[src/rtl/tile_pkg.sv]
// Shared tile-map types: tile codes, default geometry and the writer FSM state type.
package tile_pkg;

    localparam int GRID_BITS_DEF = 4;
    localparam int TYPE_W_DEF    = 4;

    localparam int TILE_EMPTY = 0;  // black
    localparam int TILE_WALL  = 1;  // white
    localparam int TILE_BODY  = 2;  // blue
    localparam int TILE_FOOD  = 3;  // green
    localparam int TILE_HEAD  = 4;  // red

    typedef enum logic {
        ST_CLEAR = 1'b0,
        ST_IDLE  = 1'b1
    } tile_state_t;

endpackage

[src/rtl/tile_map_writer_if.sv]
// Write-request channel between game logic (master) and the tile map writer (slave).
interface tile_map_writer_if #(
    parameter int GRID_BITS = 4,
    parameter int TYPE_W    = 4
);
    logic                 wr_valid;
    logic                 wr_ready;
    logic [GRID_BITS-1:0] wr_x;
    logic [GRID_BITS-1:0] wr_y;
    logic [TYPE_W-1:0]    wr_type;
    logic                 wr_old_valid;
    logic [TYPE_W-1:0]    wr_old_type;

    modport master (
        output wr_valid, wr_x, wr_y, wr_type,
        input  wr_ready, wr_old_valid, wr_old_type
    );

    modport slave (
        input  wr_valid, wr_x, wr_y, wr_type,
        output wr_ready, wr_old_valid, wr_old_type
    );
endinterface

[src/rtl/tile_ram.sv]
// Tile map storage: read-first write port with captured old data, plus a registered read port.
module tile_ram #(
    parameter int ADDR_W = 8,
    parameter int DATA_W = 4
) (
    input  logic              clk,
    input  logic              rst,
    input  logic              we,
    input  logic              old_en,
    input  logic [ADDR_W-1:0] waddr,
    input  logic [DATA_W-1:0] wdata,
    output logic [DATA_W-1:0] old_q,
    input  logic [ADDR_W-1:0] raddr,
    output logic [DATA_W-1:0] rd_q
);

    logic [DATA_W-1:0] mem [2**ADDR_W];

    // Array has no reset; only the clear sweep gives it defined contents.
    always_ff @(posedge clk) begin
        if (we)
            mem[waddr] <= wdata;
    end

    always_ff @(posedge clk) begin
        if (rst) begin
            old_q <= '0;
            rd_q  <= '0;
        end else begin
            if (old_en)
                old_q <= mem[waddr];
            rd_q <= mem[raddr];
        end
    end

endmodule

[src/rtl/tile_map_writer.sv]
// Tile map writer: clear sweep after reset/clr_req, then accepts cell writes with old-data return.
// Optional macro TILE_BORDER_WALL_EN: the sweep paints the grid border with TILE_WALL.
module tile_map_writer
    import tile_pkg::*;
#(
    parameter int GRID_BITS = GRID_BITS_DEF,
    parameter int TYPE_W    = TYPE_W_DEF
) (
    input  logic                 clk,
    input  logic                 rst,
    tile_map_writer_if.slave     wr,
    input  logic                 clr_req,
    output logic                 busy,
    input  logic [GRID_BITS-1:0] rd_x,
    input  logic [GRID_BITS-1:0] rd_y,
    output logic [TYPE_W-1:0]    rd_type
);

    localparam int ADDR_W = 2 * GRID_BITS;

    tile_state_t       state, state_nxt;
    logic [ADDR_W-1:0] cnt, cnt_nxt;
    logic              accept;
    logic [TYPE_W-1:0] fill;
    logic              ram_we;
    logic [ADDR_W-1:0] ram_waddr;
    logic [TYPE_W-1:0] ram_wdata;

    always_ff @(posedge clk) begin
        if (rst) begin
            state <= ST_CLEAR;
            cnt   <= '0;
        end else begin
            state <= state_nxt;
            cnt   <= cnt_nxt;
        end
    end

    always_comb begin
        state_nxt = state;
        cnt_nxt   = cnt;
        case (state)
            ST_CLEAR: begin
                cnt_nxt = cnt + 1'b1;
                if (cnt == '1)
                    state_nxt = ST_IDLE;
            end
            ST_IDLE: begin
                if (clr_req) begin
                    state_nxt = ST_CLEAR;
                    cnt_nxt   = '0;
                end
            end
            default: state_nxt = ST_CLEAR;
        endcase
    end

    assign busy        = (state == ST_CLEAR);
    assign wr.wr_ready = !rst && (state == ST_IDLE) && !clr_req;
    assign accept      = wr.wr_valid && wr.wr_ready;

`ifdef TILE_BORDER_WALL_EN
    logic [GRID_BITS-1:0] sweep_x, sweep_y;
    assign sweep_x = cnt[GRID_BITS-1:0];
    assign sweep_y = cnt[ADDR_W-1:GRID_BITS];
    assign fill = (sweep_x == '0 || sweep_x == '1 || sweep_y == '0 || sweep_y == '1)
                ? TYPE_W'(TILE_WALL) : TYPE_W'(TILE_EMPTY);
`else
    assign fill = TYPE_W'(TILE_EMPTY);
`endif

    // The single write port is shared: the sweep owns it in CLEAR, game writes in IDLE.
    assign ram_we    = !rst && (busy || accept);
    assign ram_waddr = busy ? cnt  : {wr.wr_y, wr.wr_x};
    assign ram_wdata = busy ? fill : wr.wr_type;

    always_ff @(posedge clk) begin
        if (rst)
            wr.wr_old_valid <= 1'b0;
        else
            wr.wr_old_valid <= accept;
    end

    tile_ram #(
        .ADDR_W (ADDR_W),
        .DATA_W (TYPE_W)
    ) u_ram (
        .clk    (clk),
        .rst    (rst),
        .we     (ram_we),
        .old_en (accept),
        .waddr  (ram_waddr),
        .wdata  (ram_wdata),
        .old_q  (wr.wr_old_type),
        .raddr  ({rd_y, rd_x}),
        .rd_q   (rd_type)
    );

endmodule

[src/flat_wrapper.sv]
// flat-port wrapper written by rule: the top's interface ports become plain ports
module tile_map_writer_flat import tile_pkg::*;
#(
    parameter int GRID_BITS = GRID_BITS_DEF,
    parameter int TYPE_W    = TYPE_W_DEF
)
  (clk, rst, clr_req, busy, rd_x, rd_y, rd_type, wr_wr_valid, wr_wr_x, wr_wr_y, wr_wr_type, wr_wr_ready, wr_wr_old_valid, wr_wr_old_type);
  tile_map_writer_if #(.GRID_BITS(GRID_BITS), .TYPE_W(TYPE_W)) wr_i ();
  input  logic clk;
  input  logic rst;
  input  logic clr_req;
  output logic busy;
  input  logic [GRID_BITS-1:0] rd_x;
  input  logic [GRID_BITS-1:0] rd_y;
  output logic [TYPE_W-1:0] rd_type;
  input wire logic [$bits(wr_i.wr_valid)-1:0] wr_wr_valid;
  input wire logic [$bits(wr_i.wr_x)-1:0] wr_wr_x;
  input wire logic [$bits(wr_i.wr_y)-1:0] wr_wr_y;
  input wire logic [$bits(wr_i.wr_type)-1:0] wr_wr_type;
  output wire logic [$bits(wr_i.wr_ready)-1:0] wr_wr_ready;
  output wire logic [$bits(wr_i.wr_old_valid)-1:0] wr_wr_old_valid;
  output wire logic [$bits(wr_i.wr_old_type)-1:0] wr_wr_old_type;
  assign wr_i.wr_valid = wr_wr_valid;
  assign wr_i.wr_x = wr_wr_x;
  assign wr_i.wr_y = wr_wr_y;
  assign wr_i.wr_type = wr_wr_type;
  assign wr_wr_ready = wr_i.wr_ready;
  assign wr_wr_old_valid = wr_i.wr_old_valid;
  assign wr_wr_old_type = wr_i.wr_old_type;
  tile_map_writer #(.GRID_BITS(GRID_BITS), .TYPE_W(TYPE_W)) u_core (.clk(clk), .rst(rst), .wr(wr_i), .clr_req(clr_req), .busy(busy), .rd_x(rd_x), .rd_y(rd_y), .rd_type(rd_type));
endmodule
[config.mk]
export PLATFORM = sky130hd
export DESIGN_NAME = tile_map_writer_flat
export DESIGN_NICKNAME = d
export VERILOG_FILES = /design/src/rtl/tile_pkg.sv /design/src/rtl/tile_map_writer_if.sv /design/src/rtl/tile_ram.sv /design/src/rtl/tile_map_writer.sv /design/src/flat_wrapper.sv
export SDC_FILE = /design/constraint.sdc
export NUM_CORES = 2
export LEC_CHECK = 0
export CAP_MARGIN = 20
export CORE_UTILIZATION = 35
export DETAILED_ROUTE_END_ITERATION = 8
export HOLD_SLACK_MARGIN = 0.03
export SYNTH_ARGS = -nofsm -noshare
export SYNTH_HDL_FRONTEND = slang
export SYNTH_SLANG_ARGS = --single-unit
[constraint.sdc]
create_clock -name clk -period 6.8 [get_ports clk]
set_input_delay 1.02 -clock clk [delete_from_list [all_inputs] [get_ports clk]]
set_output_delay 1.02 -clock clk [all_outputs]
set_load 0.005 [all_outputs]
==> reports/results.ini <==
[yosys]
synth_edf_count = 1024
synth_warnings = 0
syn_area_per_cell_um2 = 18.5
syn-num-nets = 2670
synth-seq-cells = 1042
yosysSeqAreaShare_pct = 63.5
async_flop_share_pct = 0
syn_area_mm2 = 0.0490
ys_types = 49
synthFlopType = edfxtp_1
syn_inst = 2645

[cts]
max-clock-path-buffers = 3
ctsResizeCount = 0
cts_tree = yes
clkLatencyLatePin_ns = 0.71
h-tree-depth = 3
clock_sinks = 1042
cts-root-buf = clkbuf_16
clkSlewWorstSetupHoldPaths_ns = 0.07
hold_buffers = 0
cts_buffers = 109
post_cts_buffers = 0

[timing]
min_period_ns = 4.82
min_period_over_period_pct = 70.9
final-setup-viol-count = 0
max-slew-margin-rel_pct = 18.5
drv_slew = 0
rsz0062_at_grt = no
setup_tns_ns = 0
fmax_mhz = 207
tightest_slew_ns = 1.22
fin_skew_ns = 0.0265
hold_viol = 0

[setup_path]
r2r_slack_ns = 1.98
crit_type = primary input to flop
path_max_fanout = 80
worstPathRequired_ns = 7.40
crit_path_cell_trace = clkdlybuf4s50_1, mux2_8, buf_12, buf_4, mux4_2, a22oi_1, a21oi_1, o41ai_1, o211ai_1, o32a_1
path_delay_family = compound AO/OA/AOI/OAI gates
r2r_start = u_core.cnt[0]
r2r-end = u_core.u_ram.old_q[0]
cp-start-kind = primary input
max_stage_delay_ns = 0.75
cp-end-kind = flop
reg2reg_depth = 9
critPathArrivalTime_ns = 5.42
cp.depth = 10
cp_slowest_cell = mux2_8
crit_buf_inv = 3

[detailed_routing]
drt_iter0_markers = 3649
drtPass1Iterations = 7
route.detailed.drc = 0
num_vias = 28600
drt_wl_total_mm = 150
wire_per_inst_um = 32.4
post_drt_via_cell_ratio = 6.19
ant_nets = 0

[grt]
grtUsageTotal_pct = 21.1
grtUsageMet2_pct = 33.0
grt_max_degree = 185
grtUsageMet1_pct = 29.4
grt_pass1_vias = 28500
grt_overflow = 0
use_met3_pct = 4.83
antenna_found_initial = 8
grt_pass1_wl_mm = 214
busiest_layer = met2

[worst_hold_path]
min_path_type = flop to flop
min_path_cells = 2
worstHoldStart = u_core.cnt[7]
holdPathEnd = u_core.state

[die]
die_area_mm2 = 0.142
core-area_mm2 = 0.138
rows = 136
die_h_um = 376
io_pins = 35
die_w_um = 376
start_util_pct = 35.5

[final_layout]
area_growth_pct = 12.5
regArea_mm2 = 0.0311
multi_input_area_mm2 = 0.0169
fillCellCount = 12400
drive_above_1_share_pct = 28.0
nNetsFinal = 2679
fin_util_pct = 39.9

[power]
p_int_w = 0.0109
power.share.switching_pct = 22.4
p_leak_nw = 15.9
p_sw_w = 0.00315
clkPwrFrac_pct = 43.0
finalPower_w = 0.0141
comb_power_share_pct = 7.5
powerDensity_mw_per_mm2 = 255
max-vdd-ir-drop_v = 0.000289
sequentialPowerShare_pct = 49.5

[placed_design]
io_buffers = 34
dp_hpwl_mm = 98.5
routabilityCongestion = 0.860

[flow_run]
cap_viol_max_count = 0

[run_status]
status = completed

-- placed cells by master, fill, tap and decap left out, types with 4 or more instances in the layout --
| master | netlist | final |
|---|---|---|
| clkinv_4 | 0 | 4 |
| dfxtp_1 | 18 | 17 |
| bufinv_16 | 0 | 12 |
| a21oi_1 | 31 | 31 |
| clkinvlp_4 | 0 | 7 |
| inv_1 | 6 | 6 |
| nor2_1 | 269 | 269 |
| o21ai_2 | 0 | 8 |
| o21ai_0 | 10 | 10 |
| clkbuf_16 | 0 | 112 |
| o32a_1 | 4 | 4 |
| a41o_1 | 8 | 8 |
| o22ai_1 | 96 | 96 |
| nor3b_1 | 5 | 5 |
| clkinv_2 | 0 | 23 |
| nor2b_1 | 8 | 8 |
| a211oi_1 | 8 | 8 |
| buf_12 | 0 | 17 |
| mux4_2 | 496 | 496 |
| nor3_1 | 6 | 6 |
| nand3_1 | 4 | 4 |
| buf_4 | 20 | 64 |
| nand2_1 | 86 | 85 |
| clkbuf_1 | 113 | 16 |
| clkinv_1 | 0 | 25 |
| a41oi_1 | 6 | 6 |
| edfxtp_1 | 1024 | 1024 |
| a22oi_1 | 68 | 68 |
| or2_2 | 4 | 4 |
| clkdlybuf4s50_1 | 0 | 30 |
| mux2i_1 | 197 | 196 |
| o41ai_1 | 25 | 25 |
| and2_4 | 0 | 4 |
| o32ai_2 | 0 | 4 |
-- Yosys cell counts, types with 4 or more instances --
master    count  area [um2]
o22ai_1      96         601
a41o_1        8        80.1
o32a_1        4        40.0
nor2b_1       8        50.1
a211oi_1      8        60.1
inv_1         6        22.5
nand3_1       4        20.0
o21ai_0      10        50.1
or2_2         4        25.0
edfxtp_1   1024       30700
buf_2        32         160
mux2i_1     197        1970
buf_4        20         150
clkbuf_1    113         424
a41oi_1       6        52.6
a21oi_1      31         155
buf_6        22         248
and2_1        4        25.0
o32ai_1       5        43.8
o21ai_1       8        40.0
nor3_1        6        30.0
nand2_1      86         323
buf_1        28         105
o41ai_1      25         219
dfxtp_1      18         360
nor3b_1       5        37.5
a22oi_1      68         510
mux4_2      496       11200
nor2_1      269        1010
-- worst max path at each step --
stage	start	slack, ns	endpoint
2_1_floorplan	u_core.state	1.19	u_core.u_ram.mem[0][0]
3_3_place_gp	wr_wr_x[0]	1.27	u_core.u_ram.old_q[2]
3_5_place_dp	wr_wr_x[0]	1.35	u_core.u_ram.old_q[0]
4_1_cts	wr_wr_x[0]	2.09	u_core.u_ram.old_q[0]
5_1_grt	u_core.state	1.92	u_core.u_ram.old_q[0]
6_report	wr_wr_x[0]	1.98	u_core.u_ram.old_q[0]
-- registers in the layout, indices dropped and copies added, names as in the netlist --
signal	flops
u_core.u_ram.mem	1024
u_core.cnt	8
u_core.u_ram.old_q	4
u_core.u_ram.rd_q	4
u_core.state	1
u_core.wr.wr_old_valid	1
-- worst min-delay path: stages (launching register included) --
cell and delay, ns:
dfxtp_1 0.39, nand4_1 0.11, a21oi_1 0.06
-- routing by layer --
metal | vias up | part of all wire [%]
li1 | 11200 | -
met1 | 15300 | 39
met2 | 1735 | 47
met3 | 260 | 11
met4 | 2 | 3.2
met5 | - | 0.011
-- through the flow --
step	setup WS (ns)	std cells	hold WS, ns	cell area (um2)
6_report	1.98	4613	0.588	55100
5_1_grt	1.92	4612	0.618	55100
4_1_cts	2.09	4612	0.573	55100
3_5_place_dp	1.35	4406	0.581	51500
3_3_place_gp	1.27	4406	0.565	51500
2_1_floorplan	1.19	2645	0.479	49000
-- power groups by stage --
stage          sequential [W]  clock, W  combinational [W]
4_1_cts               0.00696   0.00611            0.00105
5_1_grt               0.00696   0.00635            0.00109
6_report              0.00696   0.00605            0.00105
2_1_floorplan         0.00709         0           0.000703
3_5_place_dp          0.00710         0            0.00105
3_3_place_gp          0.00710         0            0.00104
-- final cells by class --
| cell class | count | share of cell area [%] |
|---|---|---|
| clock buffer | 131 | 5.27 |
| tap | 1863 | 4.23 |
| sequential | 1042 | 56.4 |
| clock inverter | 75 | 1.29 |
| multi-input combinational | 1382 | 30.6 |
| timing repair buffer | 113 | 2.09 |
| antenna | 1 | 0.00454 |
| inverter | 6 | 0.0409 |
-- cell families (layout without fill, tap and decap cells) --
kind of cell	Yosys count	count (layout)	synth area share, %
compound gates	284	284	4.01
fa+ha+maj	1	1	0.0255
buf+inv	221	325	2.26
flops	1042	1042	63.5
mux	695	695	26.9
other cells	0	1	0
simple gates	402	402	3.33
(Power assumes the default switching activity.)
